[src/rtl/rtsnoc_tx_arbiter.sv]
// Four-client round-robin transmit arbiter feeding a RTSNoC router local port.
// Optional lock timeout is enabled by defining RTSNOC_ARB_TIMEOUT_EN.
module rtsnoc_tx_arbiter #(
    parameter int unsigned WB_NOC_DATA_WIDTH = 32,
    parameter int unsigned SOC_SIZE_X        = 1,
    parameter int unsigned SOC_SIZE_Y        = 1,
    parameter int unsigned TIMEOUT_CYCLES    = 255,
    localparam int unsigned NOC_BUS_SIZE =
        WB_NOC_DATA_WIDTH + 2 * SOC_SIZE_X + 2 * SOC_SIZE_Y + 6
) (
    input  logic                        clk_i,
    input  logic                        rst_i,
    input  logic [3:0]                  cli_req_i,
    input  logic [4*NOC_BUS_SIZE-1:0]   cli_din_i,
    output logic [3:0]                  cli_ack_o,
    output logic [NOC_BUS_SIZE-1:0]     noc_din_o,
    output logic                        noc_wr_o,
    input  logic                        noc_wait_i,
    output logic [1:0]                  arb_owner_o,
    output logic                        arb_busy_o,
    output logic                        arb_timeout_o
);

    typedef enum logic [1:0] {
        StIdle = 2'd0,
        StSend = 2'd1,
        StBusy = 2'd2,
        StLock = 2'd3
    } state_e;

    state_e                  r_state;
    logic [1:0]              r_last;
    logic [1:0]              r_owner;
    logic                    r_second;
    logic [NOC_BUS_SIZE-1:0] r_din;
    logic                    r_wr;
    logic [3:0]              r_ack;

    logic [NOC_BUS_SIZE-1:0] w_flit [4];
    logic [1:0]              w_win;
    logic                    w_found;
    logic                    w_is_cmd;

    always_comb begin
        for (int k = 0; k < 4; k++) begin
            w_flit[k] = cli_din_i[k*NOC_BUS_SIZE +: NOC_BUS_SIZE];
        end
    end

    // Search starts one past the last winner; i == 4 wraps back onto it.
    always_comb begin
        w_win   = r_last;
        w_found = 1'b0;
        for (int i = 1; i <= 4; i++) begin
            if (!w_found && cli_req_i[r_last + 2'(i)]) begin
                w_win   = r_last + 2'(i);
                w_found = 1'b1;
            end
        end
    end

    assign w_is_cmd = !r_second && (r_din[WB_NOC_DATA_WIDTH-1 -: 3] == 3'h0);

`ifdef RTSNOC_ARB_TIMEOUT_EN
    logic [15:0] r_cnt;
    logic        r_timeout;
    logic [15:0] w_cnt_inc;

    assign w_cnt_inc     = r_cnt + 16'd1;
    assign arb_timeout_o = r_timeout;
`else
    logic w_unused_timeout;

    assign w_unused_timeout = (TIMEOUT_CYCLES == 0);
    assign arb_timeout_o    = 1'b0;
`endif

    always_ff @(posedge clk_i) begin
        if (rst_i) begin
            r_state  <= StIdle;
            r_last   <= 2'd3;
            r_owner  <= 2'd0;
            r_second <= 1'b0;
            r_din    <= '0;
            r_wr     <= 1'b0;
            r_ack    <= 4'b0;
`ifdef RTSNOC_ARB_TIMEOUT_EN
            r_cnt     <= 16'd0;
            r_timeout <= 1'b0;
`endif
        end else begin
            r_wr  <= 1'b0;
            r_ack <= 4'b0;
`ifdef RTSNOC_ARB_TIMEOUT_EN
            r_timeout <= 1'b0;
`endif
            case (r_state)
                StIdle: begin
                    if (w_found && !noc_wait_i) begin
                        r_din    <= w_flit[w_win];
                        r_wr     <= 1'b1;
                        r_ack    <= 4'b0001 << w_win;
                        r_owner  <= w_win;
                        r_second <= 1'b0;
                        r_state  <= StSend;
                    end
                end
                StSend: r_state <= StBusy;
                StBusy: begin
                    if (!noc_wait_i) begin
                        if (w_is_cmd) begin
                            r_state <= StLock;
`ifdef RTSNOC_ARB_TIMEOUT_EN
                            r_cnt   <= 16'd0;
`endif
                        end else begin
                            r_state <= StIdle;
                            r_last  <= r_owner;
                        end
                    end
                end
                StLock: begin
                    // Only the owner may send its data flit; it never re-locks.
                    if (cli_req_i[r_owner] && !noc_wait_i) begin
                        r_din    <= w_flit[r_owner];
                        r_wr     <= 1'b1;
                        r_ack    <= 4'b0001 << r_owner;
                        r_second <= 1'b1;
                        r_state  <= StSend;
                    end
`ifdef RTSNOC_ARB_TIMEOUT_EN
                    else if (!cli_req_i[r_owner]) begin
                        if (w_cnt_inc == 16'(TIMEOUT_CYCLES)) begin
                            r_timeout <= 1'b1;
                            r_state   <= StIdle;
                            r_last    <= r_owner;
                        end else begin
                            r_cnt <= w_cnt_inc;
                        end
                    end
`endif
                end
                default: begin
                    r_state  <= StIdle;
                    r_last   <= 2'd3;
                    r_owner  <= 2'd0;
                    r_second <= 1'b0;
                    r_din    <= '0;
`ifdef RTSNOC_ARB_TIMEOUT_EN
                    r_cnt    <= 16'd0;
`endif
                end
            endcase
        end
    end

    assign cli_ack_o   = r_ack;
    assign noc_din_o   = r_din;
    assign noc_wr_o    = r_wr;
    assign arb_owner_o = r_owner;
    assign arb_busy_o  = (r_state != StIdle);

endmodule
[config.mk]
export PLATFORM = sky130hd
export DESIGN_NAME = rtsnoc_tx_arbiter
export DESIGN_NICKNAME = d
export VERILOG_FILES = /design/src/rtl/rtsnoc_tx_arbiter.sv
export SDC_FILE = /design/constraint.sdc
export NUM_CORES = 1
export LEC_CHECK = 0
export ABC_AREA = 0
export BUFFER_PORTS_ARGS = -buffer_cell sky130_fd_sc_hd__buf_2
export CAP_MARGIN = 10
export CORE_ASPECT_RATIO = 0.5
export CORE_MARGIN = 4
export CORE_UTILIZATION = 54
export CTS_BUF_LIST = sky130_fd_sc_hd__clkbuf_8
export DETAILED_ROUTE_END_ITERATION = 12
export PLACE_DENSITY_LB_ADDON = 0.12
export SLEW_MARGIN = 20
export SYNTH_ARGS = -nofsm -noshare
export SYNTH_HDL_FRONTEND = slang
export SYNTH_SLANG_ARGS = --single-unit
[constraint.sdc]
create_clock -name clk_i -period 3.9 [get_ports clk_i]
set_input_delay 0.78 -clock clk_i [delete_from_list [all_inputs] [get_ports clk_i]]
set_output_delay 0.78 -clock clk_i [all_outputs]
set_load 0.1 [all_outputs]
* Word-level counts from Yosys, hierarchy flattened *
Cells that the tools add are included.

cells by class
  $add $sub $neg = 3
  magnitude comparators = 7
  equality and inequality tests = 6
  shift-type cells = 2
  multiplexer cells = 41
  bitwise gates (word level) = 4
  reduce and logical (&&, ||, !) cells = 19

operator list
  kind                                                         number
  2-to-1 mux 42 bit                                            6
  binary-select mux 42 bit (select 2 bit)                      2
  case mux 42 bit (2 select lines)                             1
  2-to-1 mux 2 bit                                             8
  less-than comparator 2 x 3 -> 1 bit (second input constant)  5
  2-to-1 mux 1 bit                                             13
  binary-select mux 1 bit (select 2 bit)                       5
  AND reduction 3 bit                                          3
  2-to-1 mux 4 bit                                             2
  case mux 2 bit (4 select lines)                              1
  case mux 4 bit (2 select lines)                              1
  << shifter 1 x 2 -> 4 bit (first input constant)             2
  greater-or-equal comparator 3 bit (second input constant)    2
  logical AND 1 bit                                            6
  != test 2 bit (second input constant)                        3
  NOT 2 -> 3 bit                                               2
  zero test 1 bit                                              5
  adder 2 bit (second input constant)                          2
  equality test 2 bit (second input constant)                  2
  case mux 1 bit (2 select lines)                              2
  nonzero test 2 bit                                           2
  zero test 3 bit                                              1
  adder 2 x 1 -> 2 bit (second input constant)                 1
  equality test 2 x 1 -> 1 bit (second input constant)         1
  other kinds (3)                                              4

storage, ports and cells
  register bits after elaboration = 54
  bits of input ports = 175
  output and inout port bits = 51
  word-level logic and storage cells = 89

* Longest topological paths before layout *
Gate-level depths: netlist (run 1).

  word-level depth = 19
  depth in mapped cells = 9

* Worst setup path after synthesis (run 1) *
OpenSTA, ideal clock, no wires.

  kind = register -> register
  from = register r_owner[0], in the netlist arb_owner_o[0]
  to = register r_din[13], in the netlist noc_din_o[13]
  arrival time = 2.482 ns
  required time = 3.781 ns
  slack = 1.300 ns
  cell stages (with the launch flop) = 7
  period minus slack after synthesis = 2.600 ns
  cell sequence = dfxtp_1 clkbuf_1 buf_1 mux4_2 a21oi_1 nor2_1 a32o_1

on the way
  cells in the longest elaborated chain, start to end = 6
  elaborated cells on any way between the ends = 11
  classes of those cells = eq/ne (1); mux (7); bitwise (1); reduce/logical (2)

ends and longest elaborated chain
  item                                                  line  RTL
  start: declaration                                    33    logic [1:0] r_owner;
  start signal: assignment                              103   r_owner <= w_win;
  NOT 2 -> 3 bit (not written as such)                  125   r_din <= w_flit[r_owner];
  binary-select mux 42 bit (select 2 bit)               125
  2-to-1 mux 42 bit (not written as such) (2 in a row)  125
  2-to-1 mux 42 bit                                     124   if (cli_req_i[r_owner] && !noc_wait_i) begin
  case mux 42 bit (2 select lines)                      97    case (r_state)
  end signal: assignment                                100   r_din <= w_flit[w_win];
  end signal: assignment                                125
  end: declaration                                      35    logic [NOC_BUS_SIZE-1:0] r_din;

Several ways; a longest one is shown, not always the timed one. The select of a mux whose other input is x is not followed.
A chain may end at the register's enable or synchronous reset.

* Final worst setup path (run 1) *
  from = input cli_req_i[2]
  to = register r_din[39], in the netlist noc_din_o[39]

on the way
  cells in the longest elaborated chain, start to end = 18
  elaborated cells on any way between the ends = 35
  classes of those cells = eq/ne (2); mux (23); bitwise (1); reduce/logical (9)

ends and longest elaborated chain
  item                                                  line  RTL
  start: declaration                                    13    input logic [3:0] cli_req_i,
  binary-select mux 1 bit (select 2 bit)                55    if (!w_found && cli_req_i[r_last + 2'(i)]) begin
  2-to-1 mux 1 bit (not written as such)                55
  2-to-1 mux 1 bit                                      55
  zero test 1 bit                                       55
  logical AND 1 bit                                     55
  2-to-1 mux 1 bit                                      55
  zero test 1 bit                                       55
  logical AND 1 bit                                     55
  2-to-1 mux 1 bit                                      55
  zero test 1 bit                                       55
  logical AND 1 bit                                     55
  2-to-1 mux 2 bit                                      55
  NOT 2 -> 3 bit (not written as such)                  100
  binary-select mux 42 bit (select 2 bit)               100
  2-to-1 mux 42 bit (not written as such) (2 in a row)  100
  2-to-1 mux 42 bit                                     99    if (w_found && !noc_wait_i) begin
  case mux 42 bit (2 select lines)                      97

Several ways; a longest one is shown, not always the timed one. The select of a mux whose other input is x is not followed.

==> results of run 1 <==
## worst max-delay path: cells and delay by family
family,cells,cell delay (ns)
buf+inv,2,0.53
simple gates,2,0.90
compound gates,3,1.18
## synthesized netlist by cell type, drive strengths merged, types with 2 or more instances
cell type   n  area [µm²]
a211oi      4        35.0
o21a        2        15.0
mux4       43         968
a211o       2        17.5
a31oi      44         275
nor2b       4        25.0
clkbuf     34         128
inv        47         176
o211ai     42         315
a32oi       2        17.5
nand3       2        15.0
buf        52         292
a21o        2        15.0
o21ai      45         229
nor2       53         199
nor3        4        20.0
a32o       42         420
ha          4        50.1
dfxtp      54        1080
nor4       44         282
nor3b       2        15.0
a21oi      51         267
o31ai      42         315
nand2b      4        32.5
nand2       5        18.8
## area by class of cell
class	count	area (µm²)
multi-input combinational	452	3650
sequential	54	1090
timing repair buffer	242	1290
antenna	1	2.50
clock buffer	6	82.6
inverter	47	176
fill	814	3010
clock inverter	2	8.76
tap	135	169
## power by group through the flow
| stage | clock network [mW] | logic [mW] | registers, mW |
|---|---|---|---|
| final | 0.337 | 1.34 | 0.702 |
| after global routing | 0.366 | 1.41 | 0.713 |
| after CTS | 0.345 | 1.34 | 0.702 |
| after detailed placement | 0 | 1.33 | 0.714 |
| after global placement | 0 | 1.32 | 0.714 |
| after floorplan | 0 | 0.582 | 1.16 |
## path summary, 6_finish.rpt
kind,startpoint,end,slack [ns],cells past startpoint
worst max-delay path,cli_req_i[2],noc_din_o[39]$_SDFFE_PP0P_,0.76,7
worst min-delay path,noc_din_o[16]$_SDFFE_PP0P_,noc_din_o[16]$_SDFFE_PP0P_,0.47,1
worst max register to register,r_last[1]$_SDFFE_PP1P_,noc_din_o[39]$_SDFFE_PP0P_,1.00,6
worst min register to register,noc_din_o[16]$_SDFFE_PP0P_,noc_din_o[16]$_SDFFE_PP0P_,0.47,1
## registers in the layout (all words and copies together), names as in the netlist
name         cells
r_second         1
noc_wr_o         1
cli_ack_o        4
r_state          2
r_last           2
noc_din_o       42
arb_owner_o      2
## logic make-up (layout without fill, tap and decap cells)
group | count (synthesis) | count (layout) | share of synthesized area, %
adders and majority gates | 4 | 4 | 0.947
AOI/OAI and AO/OA | 278 | 278 | 36.4
buffers and inverters | 133 | 297 | 11.3
DFF | 54 | 54 | 20.5
and+or+nand+nor | 125 | 125 | 12.4
muxes | 44 | 44 | 18.5
other | 1 | 2 | 0.0710
## metal layers
metal | vias up | part of all wire, %
li1 | 2886 | -
met1 | 3017 | 39
met2 | 503 | 46
met3 | 42 | 13
met4 | 0 | 1.8
met5 | - | 0
## metrics by stage
| step | util [%] | worst slack (ns) | instances |
|---|---|---|---|
| after floorplan | - | 1.30 | 639 |
| after global placement | 67.3 | 0.590 | 930 |
| after detailed placement | 67.3 | 0.506 | 930 |
| after CTS | 68.3 | 0.850 | 938 |
| after global routing | 68.3 | 0.656 | 938 |
| final | 68.3 | 0.762 | 939 |
==> results.md, run 1 <==
- Final Cell Area: 6470 µm²
- GR Util All Layers: 32.5%
- Gate count after technology mapping: 639
- Slew @ Worst Pin: 0.975 ns
- Vias in the first global route: 6262
- Syn_area_per_cell: 8.27 µm²
- RSZ-0062 raised after global routing: false
- Yosys reg bits: 54
- CTS tree: done
- Final period util: 80.5%
- Die width: 148 µm
- Layout area overhead: 22.5%
- Final slew viol count: 0
- CP required: 4.16 ns
- Switching share of total power: 50.5%
- Clock sinks: 54
- CTS Buf Count: 5
- Row count: 25
- CP Capture Type: flip-flop
- Worst Path Class, Setup: in2reg
- Post-synthesis sequential area ratio: 20.5%
- Status: completed
- Total grt overflow: 0
- Critical path launch point type: input pin
- Power per cell area: 368 nW/µm²
- GR Util met2: 53.2%
- Hold slack: 0.472 ns
- Slowest stage delay, CP: 0.80 ns
- Power, Total: 2.38 mW
- Die span in y: 78.0 µm
- Post-synth net total: 818
- Critical Path AT: 3.40 ns
- Synth warn: 0
- Fin. Hold Viols: 0
- DR WL/cell: 21.2 µm
- CP Cell Sequence: buf_2 > nand2b_1 > a21o_2 > nand3_2 > buf_12 > o211ai_1 > a32o_1
- Post-DP HPWL: 13.1 mm
- Initial antenna violation count: 0
- Post-CTS Setup Bufs: 0
- Unique cell type count in the Yosys netlist: 45
- Slowest CP cell: a21o_2
- Post-synth EDFFs: 0
- Fmax: 0.319 GHz
- P_int: 1.18 mW
- Hold Buf Count CTS: 0
- Synthesized cell area: 5290 µm²
- Die ar.: 11500 µm²
- Grt met3 use: 6.65%
- Starting Density: 55.8%
- CTS Buffer Depth: 2
- Worst Clk Skew: 0.0138 ns
- GRT met1 Usage: 44.0%
- CTS clk-pin slew, worst paths: 0.10 ns
- Total of max-cap violations: 0
- Total negative slack: 0 ns
- Post-synth ARST share: 0%
- Commonest cells after routing, fill and taps aside: buf_2 (224), nor2_1 (53), dfxtp_1 (52)
- Clock Tree Root: clkbuf_8
- DR vias: 6448
- Register share of total power: 29.5%
- Max Fanout on Critical Path: 43
- Post_cts resized: 0
- H-Tree Level Count: 2
- Detailed Route WL: 19.9 mm
- Post-route ant nets: 0
- Max-slew headroom: 35.0%
- Wire length of the first global-routing pass: 30.9 mm
- P_sw: 1.20 mW
- Worst-Skew Late Latency: 0.32 ns
- DRT Pass-1 Iters: 5
- Vias/cell: 6.87
- Initial DRC count: 722
- Share of cells above drive strength 1: 38.7%
- Clock Power Share: 14.1%
- HP Class: reg2reg
- Placed Area: 6380 µm²
- Commonest non-fill, non-tap cell in the layout: buf_2
- Largest net degree at the start of global routing: 61
- # DRC: 0
- Final setup violation count: 0
- GR peak layer: met2
- Peak VDD IR: 214 µV
- GPL Wtd Cong: 0.921
- Comb power frac: 56.4%
- Top FF cell, synth: dfxtp_1
- P_leak: 2.79 nW
- # port buffers: 224
- Io pins: 226
- Fin crit period: 3.14 ns
- Core ar.: 9480 µm²
- NumNets Final: 981
Note: power is estimated with default switching activity, not from simulation.
==> run 2, diff against run 1 <==
- CORE_UTILIZATION: 54 -> 50
- clock period: 3.9 -> 3.25 ns (I/O delays scaled with it)
==> run 2 against run 1 <==
Hold slack better by 0.0024 ns. Global-route usage is 1.6 points lower. Wire length is 1.0% higher. Non-clock buffer count is 4 higher. Sequential share of layout area is 0.087 points lower. First-iteration DRC count is 8.0% lower. Die area is 7.4% higher. Critical path type is now reg2out. Critical endpoint is now arb_owner_o[0]. Highest routed layer unchanged.
==> results.md, run 2 (synthesized netlist as in run 1, its figures left out) <==
- Die ar.: 12400 µm² (was 11500 µm²)
- # port buffers: 224 (unchanged)
- CTS Buf Count: 5 (unchanged)
- Commonest cells after routing, fill and taps aside: buf_2 (224), nor2_1 (53), dfxtp_1 (52) (unchanged)
- FF-to-FF path depth: 5 (was 6)
- CP required: 2.60 ns (was 4.16 ns)
- RSZ-0062 raised after global routing: false (unchanged)
- Post-DP HPWL: 13.2 mm (was 13.1 mm)
- Largest net degree at the start of global routing: 57 (was 61)
- Worst hold path depth: 1 (unchanged)
- Worst Clk Skew: 0.00411 ns (was 0.0138 ns)
- Slew @ Worst Pin: 0.749 ns (was 0.975 ns)
- Final setup violation count: 0 (unchanged)
- Reg2reg end: noc_din_o[26]$_SDFFE_PP0P_ (was noc_din_o[39]$_SDFFE_PP0P_)
- Core ar.: 10200 µm² (was 9480 µm²)
- GPL Wtd Cong: 0.910 (was 0.921)
- Total of max-cap violations: 0 (unchanged)
- Post_cts resized: 0 (unchanged)
- Final slew viol count: 0 (unchanged)
- Share of cells above drive strength 1: 39.0% (was 38.7%)
- Commonest non-fill, non-tap cell in the layout: buf_2 (unchanged)
- Fmax: 0.369 GHz
- Layout area overhead: 23.1% (was 22.5%)
- Die span in y: 80.7 µm (was 78.0 µm)
- CTS tree: done (unchanged)
- Status: completed (unchanged)
- Total negative slack: 0 ns (unchanged)
- DR vias: 6407 (was 6448)
- GR Util All Layers: 30.9% (was 32.5%)
- Die width: 153 µm (was 148 µm)
- RR Startpoint: arb_owner_o[0]$_SDFFE_PP0P_ (was r_last[1]$_SDFFE_PP1P_)
- Post-route ant nets: 0 (unchanged)
- Hold Path End: noc_din_o[32]$_SDFFE_PP0P_ (was noc_din_o[16]$_SDFFE_PP0P_)
- Detailed Route WL: 20.1 mm (was 19.9 mm)
- Post-CTS Setup Bufs: 0 (unchanged)
- Max-slew headroom: 49.7% (was 35.0%)
- Hold_sp: noc_din_o[32]$_SDFFE_PP0P_ (was noc_din_o[16]$_SDFFE_PP0P_)
- NumNets Final: 985 (was 981)
- Starting Density: 51.6% (was 55.8%)
- HP Class: reg2reg (unchanged)
- Max Fanout on Critical Path: 31 (was 43)
- # DRC: 0 (unchanged)
- Final Core Density: 63.5% (was 68.3%)
- Peak VDD IR: 271 µV (was 214 µV)
- Io pins: 226 (unchanged)
- CP Capture Type: primary output (was flip-flop)
- R2R Setup Slk: 0.84 ns (was 1.00 ns)
- Hold Buf Count CTS: 0 (unchanged)
- CTS Buffer Depth: 2 (unchanged)
- Power per cell area: 443 nW/µm² (was 368 nW/µm²)
- Initial DRC count: 664 (was 722)
- Fin. Hold Viols: 0 (unchanged)
- CTS clk-pin slew, worst paths: 0.10 ns (about the same)
- Antenna Cells: 0 (was 1)
- Worst Path Class, Setup: reg2out (was in2reg)
- H-Tree Level Count: 2 (unchanged)
- Total grt overflow: 0 (unchanged)
- DRT Pass-1 Iters: 5 (unchanged)
- Max FFs per register: 42 (unchanged)
- Clock sinks: 54 (unchanged)
- Critical Path AT: 2.06 ns (was 3.40 ns)
- Vias/cell: 6.77 (was 6.87)
- P_leak: 2.81 nW (was 2.79 nW)
- Power, Total: 2.88 mW (was 2.38 mW)
- Worst-Skew Late Latency: 0.32 ns (about the same)
- Vias in the first global route: 6093 (was 6262)
- Initial antenna violation count: 0 (unchanged)
- Fin crit period: 2.71 ns
- Wire length of the first global-routing pass: 31.3 mm (was 30.9 mm)
- Final period util: 83.5%
- Critical path launch point type: flip-flop (was input pin)
- Row count: 26 (was 25)
- Clock Tree Root: clkbuf_8 (unchanged)
- DR WL/cell: 21.2 µm (about the same)
run 2: cell count changes in the layout (fill, tap and decap cells not counted), sizes merged:
| cell | previous run | this run |
|---|---|---|
| buf | 242 | 246 |
| diode | 1 | 0 |
run 2: area by class of cell:
class | count | area, µm²
Clock buffer | 6 | 82.6
Clock inverter | 2 | 8.76
Fill cell | 946 | 3740
Inverter | 47 | 176
Multi-Input combinational cell | 452 | 3650
Sequential cell | 54 | 1090
Tap cell | 140 | 175
Timing Repair Buffer | 246 | 1320
run 2: worst max-delay path by stage:
stage / start / slack (ns) / end / cells past startpoint
after floorplan: arb_owner_o[0]$_SDFFE_PP0P_ / 0.65 / noc_din_o[13]$_SDFFE_PP0P_ / 6
after global placement: cli_req_i[3] / 0.77 / noc_din_o[4]$_SDFFE_PP0P_ / 6
after detailed placement: cli_req_i[3] / 0.68 / noc_din_o[27]$_SDFFE_PP0P_ / 7
after CTS: arb_owner_o[0]$_SDFFE_PP0P_ / 0.48 / arb_owner_o[0] / 2
after global routing: arb_owner_o[0]$_SDFFE_PP0P_ / 0.37 / arb_owner_o[0] / 2
final: arb_owner_o[0]$_SDFFE_PP0P_ / 0.54 / arb_owner_o[0] / 2
run 2: stage by stage:
step | setup slack (ns) | area, µm² | instances | hold slack, ns
2_1_floorplan | 0.650 | 5290 | 639 | 0.454
3_3_place_gp | 0.768 | 6410 | 939 | 0.449
3_5_place_dp | 0.680 | 6410 | 939 | 0.451
4_1_cts | 0.479 | 6510 | 947 | 0.476
5_1_grt | 0.365 | 6510 | 947 | 0.493
6_report | 0.537 | 6510 | 947 | 0.474
run 2: per-layer routing:
layer,part of all wire (%),global-route usage [%],vias to the layer above,wire [µm]
met2,46,50.0,455,9310
met4,1.1,7.49,0,218
met1,41,43.1,3033,8290
met3,11,6.24,31,2310
met5,0,0,-,0
li1,-,-,2888,-
run 2: worst max-delay path: stages (launching register included):
cell     delay (ns)
dfxtp_4        0.74
buf_4          0.49
buf_2          0.51
run 2: report_power, final:
| group | switching [mW] | internal [mW] |
|---|---|---|
| registers | 0.0781 | 0.749 |
| clock network | 0.246 | 0.170 |
| logic | 1.13 | 0.503 |
| total | 1.46 | 1.42 |
